$ cat config.mk
export PLATFORM = sky130hd
export DESIGN_NAME = psoc_audio_tdm_tx
export DESIGN_NICKNAME = d
export VERILOG_FILES = /design/src/rtl/psoc_audio_tdm_tx.sv
export SDC_FILE = /design/constraint.sdc
export NUM_CORES = 1
export LEC_CHECK = 0
export ABC_AREA = 1
export CORE_MARGIN = 2
export CORE_UTILIZATION = 52
export CTS_CLUSTER_SIZE = 25
export DETAILED_ROUTE_END_ITERATION = 6
export GPL_ROUTABILITY_DRIVEN = 0
export GPL_TIMING_DRIVEN = 1
export PLACE_DENSITY_LB_ADDON = 0.15
export RECOVER_POWER = 50
export SLEW_MARGIN = 20
export SYNTH_ARGS = -nofsm -noshare
export SYNTH_HDL_FRONTEND = slang
export SYNTH_SLANG_ARGS = --single-unit
export TNS_END_PERCENT = 50
$ cat constraint.sdc
create_clock -name clk -period 2.35 [get_ports clk]
set_clock_uncertainty 0.1 [all_clocks]
set_input_delay 0.47 -clock clk [delete_from_list [all_inputs] [get_ports clk]]
set_output_delay 0.47 -clock clk [all_outputs]
set_load 0.02 [all_outputs]
$ cat src/rtl/psoc_audio_tdm_tx.sv
// Multi-channel audio serializer: pops whole frames from a valid/ready source and
// shifts them out as I2S, left-justified or TDM with internally divided MCLK/SCLK.
module psoc_audio_tdm_tx #(
  parameter int SAMPLE_BITS       = 24,
  parameter int SLOT_BITS         = 32,
  parameter int CHANNELS          = 2,
  parameter int MCLK_DIV          = 4,
  parameter int SCLK_DIV          = 16,
  parameter int UNDERRUN_CNT_BITS = 16
) (
  input  logic                              clk,
  input  logic                              rst,
  input  logic                              enable,
  input  logic [1:0]                        mode,
  input  logic                              mute,
  input  logic [CHANNELS*SAMPLE_BITS-1:0]   frame_data,
  input  logic                              frame_valid,
  output logic                              frame_ready,
  input  logic                              clear_underrun,
  output logic                              underrun,
  output logic [UNDERRUN_CNT_BITS-1:0]      underrun_count,
  output logic                              busy,
  output logic                              mclk,
  output logic                              sclk,
  output logic                              lrclk,
  output logic                              sdata
);

  localparam int FRAME_BITS = CHANNELS * SLOT_BITS;
  localparam int DATA_BITS  = CHANNELS * SAMPLE_BITS;
  localparam int MCLK_W     = $clog2(MCLK_DIV);
  localparam int DIV_W      = $clog2(SCLK_DIV);
  localparam int BIT_W      = (FRAME_BITS > 2) ? $clog2(FRAME_BITS) : 1;

  localparam logic [MCLK_W-1:0] MCLK_LAST = MCLK_W'(MCLK_DIV - 1);
  localparam logic [MCLK_W-1:0] MCLK_HALF = MCLK_W'(MCLK_DIV / 2);
  localparam logic [DIV_W-1:0]  DIV_LAST  = DIV_W'(SCLK_DIV - 1);
  localparam logic [DIV_W-1:0]  DIV_HALF  = DIV_W'(SCLK_DIV / 2);
  localparam logic [BIT_W-1:0]  BIT_LAST  = BIT_W'(FRAME_BITS - 1);
  localparam logic [BIT_W-1:0]  BIT_HALF  = BIT_W'(FRAME_BITS / 2);

  typedef enum logic [1:0] {IDLE, RUN, STOP} state_e;
  typedef enum logic [1:0] {FMT_I2S, FMT_LJ, FMT_TDM} fmt_e;

  state_e                       state_q, state_d;
  fmt_e                         fmt_q, fmt_d;
  logic [MCLK_W-1:0]            mclk_cnt_q, mclk_cnt_d;
  logic [DIV_W-1:0]             div_q, div_d;
  logic [BIT_W-1:0]             bit_q, bit_d;
  logic [FRAME_BITS-1:0]        ser_q, ser_d, load_vec;
  logic [UNDERRUN_CNT_BITS-1:0] cnt_q, cnt_d;
  logic                         mclk_q, mclk_d, sclk_q, sclk_d;
  logic                         lrclk_q, lrclk_d, sdata_q, sdata_d;
  logic [DATA_BITS-1:0]         load_src;
  logic                         load, load_miss;

  assign load_src = (frame_valid && !mute) ? frame_data : '0;

  // Reorder the captured samples into transmit order: frame bit b sits at ser[b], MSB first per slot.
  always_comb begin
    load_vec = '0;
    for (int s = 0; s < CHANNELS; s++) begin
      for (int j = 0; j < SAMPLE_BITS; j++) begin
        load_vec[s*SLOT_BITS + j] = load_src[s*SAMPLE_BITS + SAMPLE_BITS - 1 - j];
      end
    end
  end

  always_comb begin
    // NOTE: every signal gets a default here so no path leaves one unassigned and infers a latch.
    state_d    = state_q;
    fmt_d      = fmt_q;
    div_d      = '0;
    bit_d      = '0;
    ser_d      = ser_q;
    sdata_d    = sdata_q;
    cnt_d      = cnt_q;
    load       = 1'b0;
    mclk_cnt_d = (mclk_cnt_q == MCLK_LAST) ? '0 : mclk_cnt_q + 1'b1;
    mclk_d     = (mclk_cnt_d >= MCLK_HALF);

    unique case (state_q)
      IDLE: begin
        if (enable) begin
          load    = 1'b1;
          state_d = RUN;
          unique case (mode)
            2'd1:    fmt_d = FMT_LJ;
            2'd2:    fmt_d = FMT_TDM;
            default: fmt_d = FMT_I2S;
          endcase
        end
      end
      default: begin
        div_d   = (div_q == DIV_LAST) ? '0 : div_q + 1'b1;
        bit_d   = bit_q;
        state_d = enable ? RUN : STOP;
        if (div_q == DIV_LAST) begin
          if (bit_q == BIT_LAST) begin
            bit_d   = '0;
            load    = enable;
            state_d = enable ? RUN : IDLE;
          end else begin
            bit_d = bit_q + 1'b1;
          end
        end
      end
    endcase

    load_miss = load && !frame_valid;

    // ser[0] always holds the data bit of the current SCLK period; I2S sends it one period late.
    if (load) begin
      ser_d   = load_vec;
      sdata_d = (fmt_d == FMT_I2S) ? ser_q[0] : load_vec[0];
    end else if (state_d == IDLE) begin
      ser_d   = '0;
      sdata_d = 1'b0;
    end else if (div_q == DIV_LAST) begin
      ser_d   = ser_q >> 1;
      sdata_d = (fmt_q == FMT_I2S) ? ser_q[0] : ser_q[1];
    end

    sclk_d  = (state_d != IDLE) && (div_d >= DIV_HALF);
    lrclk_d = 1'b0;
    if (state_d != IDLE) begin
      unique case (fmt_d)
        FMT_LJ:  lrclk_d = (bit_d < BIT_HALF);
        FMT_TDM: lrclk_d = (bit_d == '0);
        default: lrclk_d = (bit_d >= BIT_HALF);
      endcase
    end

    if (clear_underrun) begin
      cnt_d = '0;
    end else if (load_miss && (cnt_q != '1)) begin
      cnt_d = cnt_q + 1'b1;
    end
  end

  // NOTE: state uses non-blocking assignments so every flop samples pre-edge values.
  always_ff @(posedge clk) begin
    if (rst) begin
      // NOTE: the wide shift register is reset too, so the I2S lead-in bit after reset is a defined 0.
      state_q    <= IDLE;
      fmt_q      <= FMT_I2S;
      mclk_cnt_q <= '0;
      div_q      <= '0;
      bit_q      <= '0;
      ser_q      <= '0;
      cnt_q      <= '0;
      mclk_q     <= 1'b0;
      sclk_q     <= 1'b0;
      lrclk_q    <= 1'b0;
      sdata_q    <= 1'b0;
    end else begin
      state_q    <= state_d;
      fmt_q      <= fmt_d;
      mclk_cnt_q <= mclk_cnt_d;
      div_q      <= div_d;
      bit_q      <= bit_d;
      ser_q      <= ser_d;
      cnt_q      <= cnt_d;
      mclk_q     <= mclk_d;
      sclk_q     <= sclk_d;
      lrclk_q    <= lrclk_d;
      sdata_q    <= sdata_d;
    end
  end

  // The pop strobe must coincide with the capture, so it is decoded rather than registered.
  assign frame_ready    = load && !rst;
  assign underrun       = load_miss && !rst;
  assign underrun_count = cnt_q;
  assign busy           = (state_q != IDLE);
  assign mclk           = mclk_q;
  assign sclk           = sclk_q;
  assign lrclk          = lrclk_q;
  assign sdata          = sdata_q;

endmodule

==> results of run 1 <==
[worst max-delay path, stage by stage (launching register included)]
cell and delay (ns):
dfxtp_1 0.31, nor2_1 0.17, inv_1 0.11, buf_4 0.17, clkdlybuf4s50_1 0.53
[logic make-up after synthesis]
logic type | Yosys count | share of synthesized area, %
buffers and inverters | 64 | 7.46
adders and majority gates | 7 | 2.17
AOI/OAI and AO/OA | 85 | 12.0
xor gates and xnor gates | 7 | 1.52
and+or+nand+nor | 312 | 31.8
DFF | 91 | 45.1
[synthesized netlist by cell type]
master    count
nor3b_2       1
a21oi_1      28
nor2_1       49
nand4_1       4
a31oi_1      46
inv_1        33
xnor2_1       3
nand3_1      18
buf_6         7
inv_2         3
nor2_2        2
nand2_2       1
nand2_4       3
ha_1          7
clkbuf_1     15
nand3_2       1
inv_4         1
nand2_1     222
o22ai_1       1
nor3_1        6
buf_2         5
xor2_1        4
nor4_1        2
o21ai_0      10
nor2_4        3
dfxtp_1      91
[power groups by stage]
stage	clock network (mW)	registers (mW)	logic, mW
after floorplan	0	1.62	0.143
after global placement	0	1.62	0.302
after detailed placement	0	1.62	0.307
after CTS	1.00	1.58	0.307
after global routing	1.06	1.59	0.334
final	0.980	1.58	0.303
[worst paths after layout]
kind,to,slack (ns),depth (start not counted)
worst max register to register,ser_q[43],0.25,12
worst min register to register,mclk_cnt_q[0],0.33,1
worst min-delay path,mclk_cnt_q[0],0.33,1
worst max-delay path,busy,0.13,4
[layer usage]
layer	global-route usage, %	up-vias	wire length (um)
met1	27.4	1743	4110
met5	0	-	0
li1	-	1986	-
met3	5.09	11	407
met2	40.7	103	4440
met4	7.09	0	108
[state kept, by name (all words and copies together), names as in the netlist]
register        flops
mclk_cnt_q          2
fmt_q               2
state_q             2
div_q               4
lrclk               1
bit_q               6
sdata               1
underrun_count     16
ser_q              56
sclk                1
[through the flow]
stage / TNS [ns] / power, mW / instance area (um^2)
2_1_floorplan: 0 / 1.77 / 4040
3_3_place_gp: -0.245 / 1.92 / 4960
3_5_place_dp: -0.438 / 1.93 / 4960
4_1_cts: 0 / 2.89 / 5140
5_1_grt: 0 / 2.98 / 5150
6_report: 0 / 2.87 / 5150
[timing repair]
action,in CTS,in global routing
setup buffers,0,0
resized for setup,9,6
endpoints found under the setup margin,2,3
pin swaps,0,1
[area by class of cell]
type                            instances  area [um^2]  share of cell area (%)
Timing Repair Buffer                   97          947                    18.4
Tap cell                              102          128                    2.48
Clock inverter                          6         51.3                   0.997
Inverter                               37          141                    2.75
Clock buffer                           10          128                    2.48
Multi-Input combinational cell        411         1930                    37.4
Sequential cell                        91         1820                    35.4
==> impl_results.md, run 1 <==
* Status: finished, final reports clean
* Final Util at about two thirds
* Synth area leaders: dfxtp_1, nand2_1, a31oi_1, nor2_1, a21oi_1
* Most frequent cells in the layout: nand2_1, dfxtp_1, clkdlybuf4s50_1, nor2_1, a31oi_1
* Combinational Power Share at a little over a tenth
* CTS buffer count at 9
* Starting Density at a little over half
* Core footprint at approximately 0.0076 mm^2
* Max-cap violations at 0
* Final min period at around 2.2 ns
* Routed WL per cell at 12.0 um
* Port Buffer Count at 78
* Clock latency on the worst-skew pair at roughly 0.37 ns
* First-pass GRT wire length at about 16 mm
* Leading area contributor after synthesis: dfxtp_1
* Fin nets at 710
* Root buf cell: clkbuf_8
* Clock sinks at about 90
* Vias per Instance at around 5.1
* IO Pins at between 70 and 80
* Fillers at around 700
* Die H at between 90 and 100 um
* Sequential share of power at 55.2%
* GRT Total Usage at between 20% and 30%
* Mapped Area at slightly above 0.004 mm^2
* TritonCTS clock tree: done
* Post-CTS Hold Fix Bufs at 0
* P_int at 2.12 mW
* Cell Pwr Density at around 560 mW/mm^2
* Worst path required time at 1.78 ns
* Commonest non-fill, non-tap cell in the layout: nand2_1
* Ant. Diodes at 0
* Share of cells above drive strength 1 at between 8 and 9%
* Post-Route WL at ~9.1 mm
* Vias at a little under 4000
* Measured slew at the worst slew-check pin at ~0.45 ns
* Switch share at a little over a quarter
* Hold Vio Cnt, Final at 0
* Area Growth Syn to Fin at 27.4%
* Tcrit/Tclk final at 94.6%
* Final setup fails at 0
* Avg Cell Area, Syn at a little over 7 um^2
* Largest net degree at the start of global routing at 48
* Die area at around 0.0085 mm^2
* Max rail drop VDD at between 0.2 and 0.3 mV
* Slew headroom at between 60% and 70%
* Worst r2r src: bit_q[0]
* Hold_ws at approximately 0.33 ns
* Post-place setup slack at -0.167 ns
* Maximum clock insertion buffer count at 2
* DRC errors left at 0
* Synth Instances at about 570
* Crit path arrival time at ~1.7 ns
* Global route overflow at 0
* Seq/Total Area, Yosys at 45.1%
* FF+latch count, synth at 91
* Clk network pwr share at between 30% and 40%
* Sw Pwr at around 0.75 mW
* Min-delay src: mclk_cnt_q[0]
* Area fraction of the dominant cell type after synthesis at a little under half
* Initial antenna violation count at 0
* Hold crit path type: reg -> reg
* CP max FO at 5
* First-pass detailed-route iteration total at 4
* CP startpoint kind: register
* Worst setup EP type: output port
* Unrepaired setup endpoints after global routing: no
* Count of unique library cells instantiated by Yosys at 26
* Mapped Nets at about 630
* Max Freq at approximately 0.45 GHz
* Post-DP HPWL at 6.34 mm
* P_leak at between 1.5 and 2 nW
* Initial drt markers at about 170
* Final number of max-transition violations at 0
* Post-route ant nets at 0
* Path type of the worst setup path: reg -> out
* Clk slew on worst S/H paths at roughly 0.09 ns
* CTS HTree Levels at 3
* Synth warn at 0
* Vias in the first global route at 3773
* Die Wd at ~92 um
* Source of the critical timing path: state_q[1]
* DP Cell Count at between 700 and 800
* Row Count at 32
* Non-Filler Instances at between 700 and 800
* Setup WS post-layout at roughly 0.13 ns
(Power assumes the default switching activity.)
==> run 2, diff against run 1 <==
--- a/config.mk
+++ b/config.mk
@@ -12,7 +12,7 @@
 export DETAILED_ROUTE_END_ITERATION = 6
 export GPL_ROUTABILITY_DRIVEN = 0
 export GPL_TIMING_DRIVEN = 1
-export PLACE_DENSITY_LB_ADDON = 0.15
+export PLACE_DENSITY = 0.8
 export RECOVER_POWER = 50
 export SLEW_MARGIN = 20
 export SYNTH_ARGS = -nofsm -noshare
==> impl_results.md, run 2 (synthesis gave the netlist of run 1 again) <==
* TritonCTS clock tree: done
* Clock sinks at 91 (unchanged)
* Hold_ws at 0.340 ns (+0.0140 ns)
* Share of cells above drive strength 1 at 8.29% (+0.17 points)
* Post-CTS Hold Fix Bufs at 0 (unchanged)
* Seq. cell area at 0.00182 mm^2 (unchanged)
* Starting Density at 53.1% (unchanged)
* Final number of max-transition violations at 0 (unchanged)
* Footprint of the multi-input gates at 0.00193 mm^2 (+0.13%)
* CP max FO at 3 (-2)
* Worst path required time at 1.78 ns (about the same)
* CTS buffer count at 9 (unchanged)
* Most frequent cells in the layout: nand2_1, dfxtp_1, clkdlybuf4s50_1, nor2_1, a31oi_1
* Worst setup EP type: output port
* Non-Filler Instances at 753 (-0.13%)
* Port Buffer Count at 78 (unchanged)
* Tcrit/Tclk final at 94.6% (about the same)
* First-pass GRT wire length at 15.3 mm (-4.5%)
* Unrepaired setup endpoints after global routing: no
* CP startpoint kind: register
* Max FFs per register at 56 (unchanged)
* Post-place setup slack at -0.341 ns (-0.175 ns)
* Max-cap violations at 0 (unchanged)
* Post-Route WL at 9.09 mm (+0.35%)
* P_leak at 1.87 nW (+0.91%)
* Vias in the first global route at 3487 (-7.6%)
* P_int at 2.27 mW (+7.4%)
* Cell Pwr Density at 575 mW/mm^2 (+3.3%)
* DRC errors left at 0 (unchanged)
* Die area at 0.00849 mm^2 (unchanged)
* Die Wd at 92.1 um (unchanged)
* First-pass detailed-route iteration total at 4 (unchanged)
* Clk network pwr share at 36.4% (+2.2 points)
* Initial antenna violation count at 0 (unchanged)
* Commonest non-fill, non-tap cell in the layout: nand2_1
* Largest register by flop count: ser_q
* Slew headroom at 22.2% (-48 points)
* Hold crit path type: reg -> reg
* Initial drt markers at 181 (+7.7%)
* Reg2reg end: ser_q[36]
* Clk slew on worst S/H paths at 0.09 ns (about the same)
* Post-route ant nets at 0 (unchanged)
* Hold Vio Cnt, Final at 0 (unchanged)
* Path type of the worst setup path: reg -> out
* Global route overflow at 0 (unchanged)
* Row Count at 32 (unchanged)
* GRT Total Usage at 21.9% (-0.94 points)
* Vias at 3882 (+1.0%)
* Max Freq at 0.450 GHz (about the same)
* Sw Pwr at 0.696 mW (-7.1%)
* IO Pins at 79 (unchanged)
* Routed WL per cell at 12.1 um (+0.49%)
* Hold depth at 1 (unchanged)
* Ant. Diodes at 0 (unchanged)
* Switch share at 23.4% (-2.7 points)
* Clock latency on the worst-skew pair at 0.35 ns (-0.02 ns)
* CTS HTree Levels at 3 (unchanged)
* Area Growth Syn to Fin at 27.8%
* Core footprint at 0.00761 mm^2 (unchanged)
* Status: finished, final reports clean
* Root buf cell: clkbuf_8
* Min-delay src: mclk_cnt_q[0]
* Setup WS post-layout at 0.127 ns (-0.000371 ns)
* Combinational Power Share at 10.2% (-0.4 points)
* Fillers at 670 (-3.9%)
* Largest net degree at the start of global routing at 59 (+23%)
* Fin nets at 709 (-0.14%)
* Die H at 92.1 um (unchanged)
* Max rail drop VDD at 0.297 mV (+0.48%)
* Vias per Instance at 5.16 (+1.1%)
* Maximum clock insertion buffer count at 2 (unchanged)
* DP Cell Count at 737 (-0.14%)
* Crit path arrival time at 1.65 ns (about the same)
* Final Util at 67.9% (+0.23 points)
* Reg2Reg Depth at 8 (-4)
* Final min period at 2.22 ns (+0.000371 ns)
* Total negative slack at 0 ns (unchanged)
* Worst r2r src: div_q[0]
* Hold EP: mclk_cnt_q[0]
* Sequential share of power at 53.3% (-1.9 points)
* Final setup fails at 0 (unchanged)
* Post-DP HPWL at 6.42 mm (+1.2%)
* Measured slew at the worst slew-check pin at 1.17 ns (+0.717 ns)
* Flop-to-flop setup slack at 0.19 ns (-0.06 ns)
run 2: power by group through the flow:
stage / sequential, mW / combinational (mW) / clock, mW
5_1_grt: 1.59 / 0.334 / 1.16
3_5_place_dp: 1.62 / 0.307 / 0
3_3_place_gp: 1.62 / 0.301 / 0
4_1_cts: 1.58 / 0.308 / 1.11
6_report: 1.58 / 0.304 / 1.08
2_1_floorplan: 1.62 / 0.143 / 0
run 2: area by class of cell:
class                   instances  area share [%]
clock buffers                  13            3.08
clock inverters                 3           0.897
inverters                      37            2.74
multi-input cells             411            37.4
flip-flops and latches         91            35.3
well taps                     102            2.47
repair buffers                 96            18.1
run 2: repair_timing:
action | 4_1_cts | 5_1_grt
hold endpoints to repair | 0 | 0
setup endpoints to repair | 2 | 3
setup buffers | 0 | 0
pin swaps | 1 | 1
resized for setup | 8 | 10
run 2: routing by layer:
layer | up-vias | GRT usage (%) | wire, um
met4 | 0 | 6.84 | 125
met2 | 129 | 38.8 | 4390
met5 | - | 0 | 0
li1 | 1987 | - | -
met1 | 1755 | 27.0 | 4040
met3 | 11 | 4.11 | 530
run 2: worst max-delay path by stage:
stage	from	endpoint	depth (start not counted)
CTS	enable	lrclk	15
detailed placement	enable	lrclk	15
floorplan	div_q[0]	underrun	7
finish	bit_q[0]	underrun	8
global route	div_q[0]	ser_q[34]	8
global placement	enable	underrun	4
run 2: worst max-delay path: stages (launching register included):
cell	delay, ns
dfxtp_2	0.35
ha_2	0.18
nand2_1	0.10
nor2_2	0.19
nand2_4	0.08
nand2_4	0.08
nand2_4	0.05
nor3_2	0.10
buf_4	0.16
run 2: per-stage QoR:
stage	power (mW)	area (um^2)
detailed placement	1.93	4960
floorplan	1.77	4040
global route	3.08	5160
global placement	1.92	4960
CTS	3.00	5160
finish	2.97	5160
==> run 3, diff against run 2 <==
--- a/config.mk
+++ b/config.mk
@@ -12,7 +12,7 @@
 export DETAILED_ROUTE_END_ITERATION = 6
 export GPL_ROUTABILITY_DRIVEN = 0
 export GPL_TIMING_DRIVEN = 1
-export PLACE_DENSITY = 0.8
+export PLACE_DENSITY = 0.91
 export RECOVER_POWER = 50
 export SLEW_MARGIN = 20
 export SYNTH_ARGS = -nofsm -noshare
==> impl_results.md, run 3 (synthesis gave the netlist of run 1 again) <==
* CP max FO at 5 (+2)
* P_leak at 1.87 nW (-0.30%)
* Post-DP HPWL at 6.76 mm (+5.4%)
* Final setup fails at 0 (unchanged)
* Post-Route WL at 9.60 mm (+5.6%)
* Vias at 4023 (+3.6%)
* Sequential share of power at 52.8% (-0.5 points)
* Max Freq at 0.444 GHz (-1.3%)
* Non-Filler Instances at 754 (+0.13%)
* Routed WL per cell at 12.7 um (+5.5%)
* Initial drt markers at 227 (+25%)
* Vias in the first global route at 3609 (+3.5%)
* Initial antenna violation count at 0 (unchanged)
* CTS HTree Levels at 3 (unchanged)
* Final Util at 68.3% (+0.41 points)
* Area Growth Syn to Fin at 28.6%
* Port Buffer Count at 78 (unchanged)
* Worst setup EP type: output port
* Max stage delay on crit path at 0.53 ns (+0.18 ns)
* Most frequent cells in the layout: nand2_1, dfxtp_1, clkdlybuf4s50_1, nor2_1, a31oi_1
* Hold Vio Cnt, Final at 0 (unchanged)
* Root buf cell: clkbuf_8
* Hold crit path type: reg -> reg
* Share of cells above drive strength 1 at 8.90% (+0.60 points)
* Post-CTS setup buffer count at 0 (unchanged)
* Post-route ant nets at 0 (unchanged)
* Fin nets at 710 (+0.14%)
* Die area at 0.00849 mm^2 (unchanged)
* Max rail drop VDD at 0.427 mV (+44%)
* Max-cap violations at 0 (unchanged)
* First-pass GRT wire length at 15.7 mm (+2.6%)
* CP Buf/Inv Count at 3 (+2)
* TritonCTS clock tree: done
* Path type of the worst setup path: reg -> out
* Worst path cell trace: nor2_1, inv_1, buf_4, clkdlybuf4s50_1
* Clk network pwr share at 36.8% (+0.4 points)
* Switch share at 24.8% (+1.4 points)
* Global route overflow at 0 (unchanged)
* Final number of max-transition violations at 0 (unchanged)
* Final Power at 3.00 mW (+1.2%)
* Die H at 92.1 um (unchanged)
* Final min period at 2.25 ns (+0.0299 ns)
* DP Cell Count at 738 (+0.14%)
* Clk slew on worst S/H paths at 0.08 ns (about the same)
* Worst r2r src: state_q[1]
* Row Count at 32 (unchanged)
* GRT Total Usage at 22.7% (+0.74 points)
* Slew headroom at 72.2% (+50 points)
* Ant. Diodes at 0 (unchanged)
* First-pass detailed-route iteration total at 5 (+1)
* Maximum clock insertion buffer count at 2 (unchanged)
* Clock latency on the worst-skew pair at 0.36 ns (about the same)
* Fillers at 617 (-7.9%)
* Tcrit/Tclk final at 95.9% (+1.3 points)
* Source of the critical timing path: state_q[1]
* Max FFs per register at 56 (unchanged)
* Status: finished, final reports clean
* Cell Pwr Density at 578 mW/mm^2 (+0.56%)
* Combinational Power Share at 10.4% (+0.2 points)
* Sw Pwr at 0.745 mW (+7.2%)
* DRC errors left at 0 (unchanged)
* Starting Density at 53.1% (unchanged)
* Worst path required time at 1.78 ns (about the same)
* Unrepaired setup endpoints after global routing: no
* Slowest library cell on the worst path: clkdlybuf4s50_1
* CTS buffer count at 9 (unchanged)
* Measured slew at the worst slew-check pin at 0.416 ns (-0.751 ns)
* P_int at 2.26 mW (-0.66%)
* Die Wd at 92.1 um (unchanged)
* Clock sinks at 91 (unchanged)
* CP startpoint kind: register
* Vias per Instance at 5.34 (+3.5%)
* Core footprint at 0.00761 mm^2 (unchanged)
* Critical path's top delay family: buffers and inverters
* Crit path arrival time at 1.68 ns (+0.03 ns)
* Largest register by flop count: ser_q
* Min-delay src: div_q[0]
* IO Pins at 79 (unchanged)
* Commonest non-fill, non-tap cell in the layout: nand2_1
* Largest net degree at the start of global routing at 48 (-19%)
-- run 3: repair_timing --
action                                  4_1_cts  5_1_grt
endpoints found under the setup margin        2        3
gates resized for setup                       8        9
pin swaps                                     1        1
hold buffers                                  0        0
-- run 3: power by group through the flow --
stage                     clock [mW]  combinational [mW]  sequential, mW
after global placement             0               0.306            1.62
after detailed placement           0               0.313            1.62
final                           1.11               0.313            1.58
after floorplan                    0               0.143            1.62
after global routing            1.19               0.338            1.59
after CTS                       1.11               0.315            1.58
-- run 3: cell type report --
class | count | area (um^2) | area share [%]
Clock buffer | 10 | 138 | 2.65
Clock inverter | 6 | 73.8 | 1.42
Inverter | 37 | 141 | 2.72
Multi-Input combinational cell | 411 | 1930 | 37.1
Sequential cell | 91 | 1830 | 35.1
Tap cell | 102 | 128 | 2.46
Timing Repair Buffer | 97 | 960 | 18.5
-- run 3: worst register-to-register path: cells and delay by family (launching register included) --
family,cells,cell delay (ns)
flops,1,0.30
simple gates,9,0.80
fa+ha+maj,1,0.23
buf+inv,4,0.47
compound gates,2,0.17
-- run 3: metal layers --
metal | global-route usage (%) | share of wire (%) | vias up
met4 | 8.71 | 1.9 | 0
met5 | 0 | 0 | -
met2 | 39.6 | 49 | 149
met1 | 28.1 | 43 | 1869
li1 | - | - | 1984
met3 | 3.53 | 5.9 | 21
-- run 3: stage by stage --
step | setup WS (ns) | hold slack [ns] | area [um^2] | TNS [ns]
final | 0.0967 | 0.327 | 5190 | 0
after global routing | 0.00692 | 0.352 | 5190 | 0
after CTS | 0.0224 | 0.351 | 5180 | 0
after detailed placement | -0.231 | 0.339 | 4980 | -0.582
after global placement | -0.130 | 0.311 | 4980 | -0.292
after floorplan | 0.286 | 0.302 | 4040 | 0
-- run 3: worst paths after layout --
check / endpoint / slack (ns) / depth (start not counted)
worst max-delay path: busy / 0.1 / 4
worst min-delay path: div_q[0] / 0.33 / 1
worst max register to register: lrclk / 0.19 / 16
worst min register to register: div_q[0] / 0.33 / 1
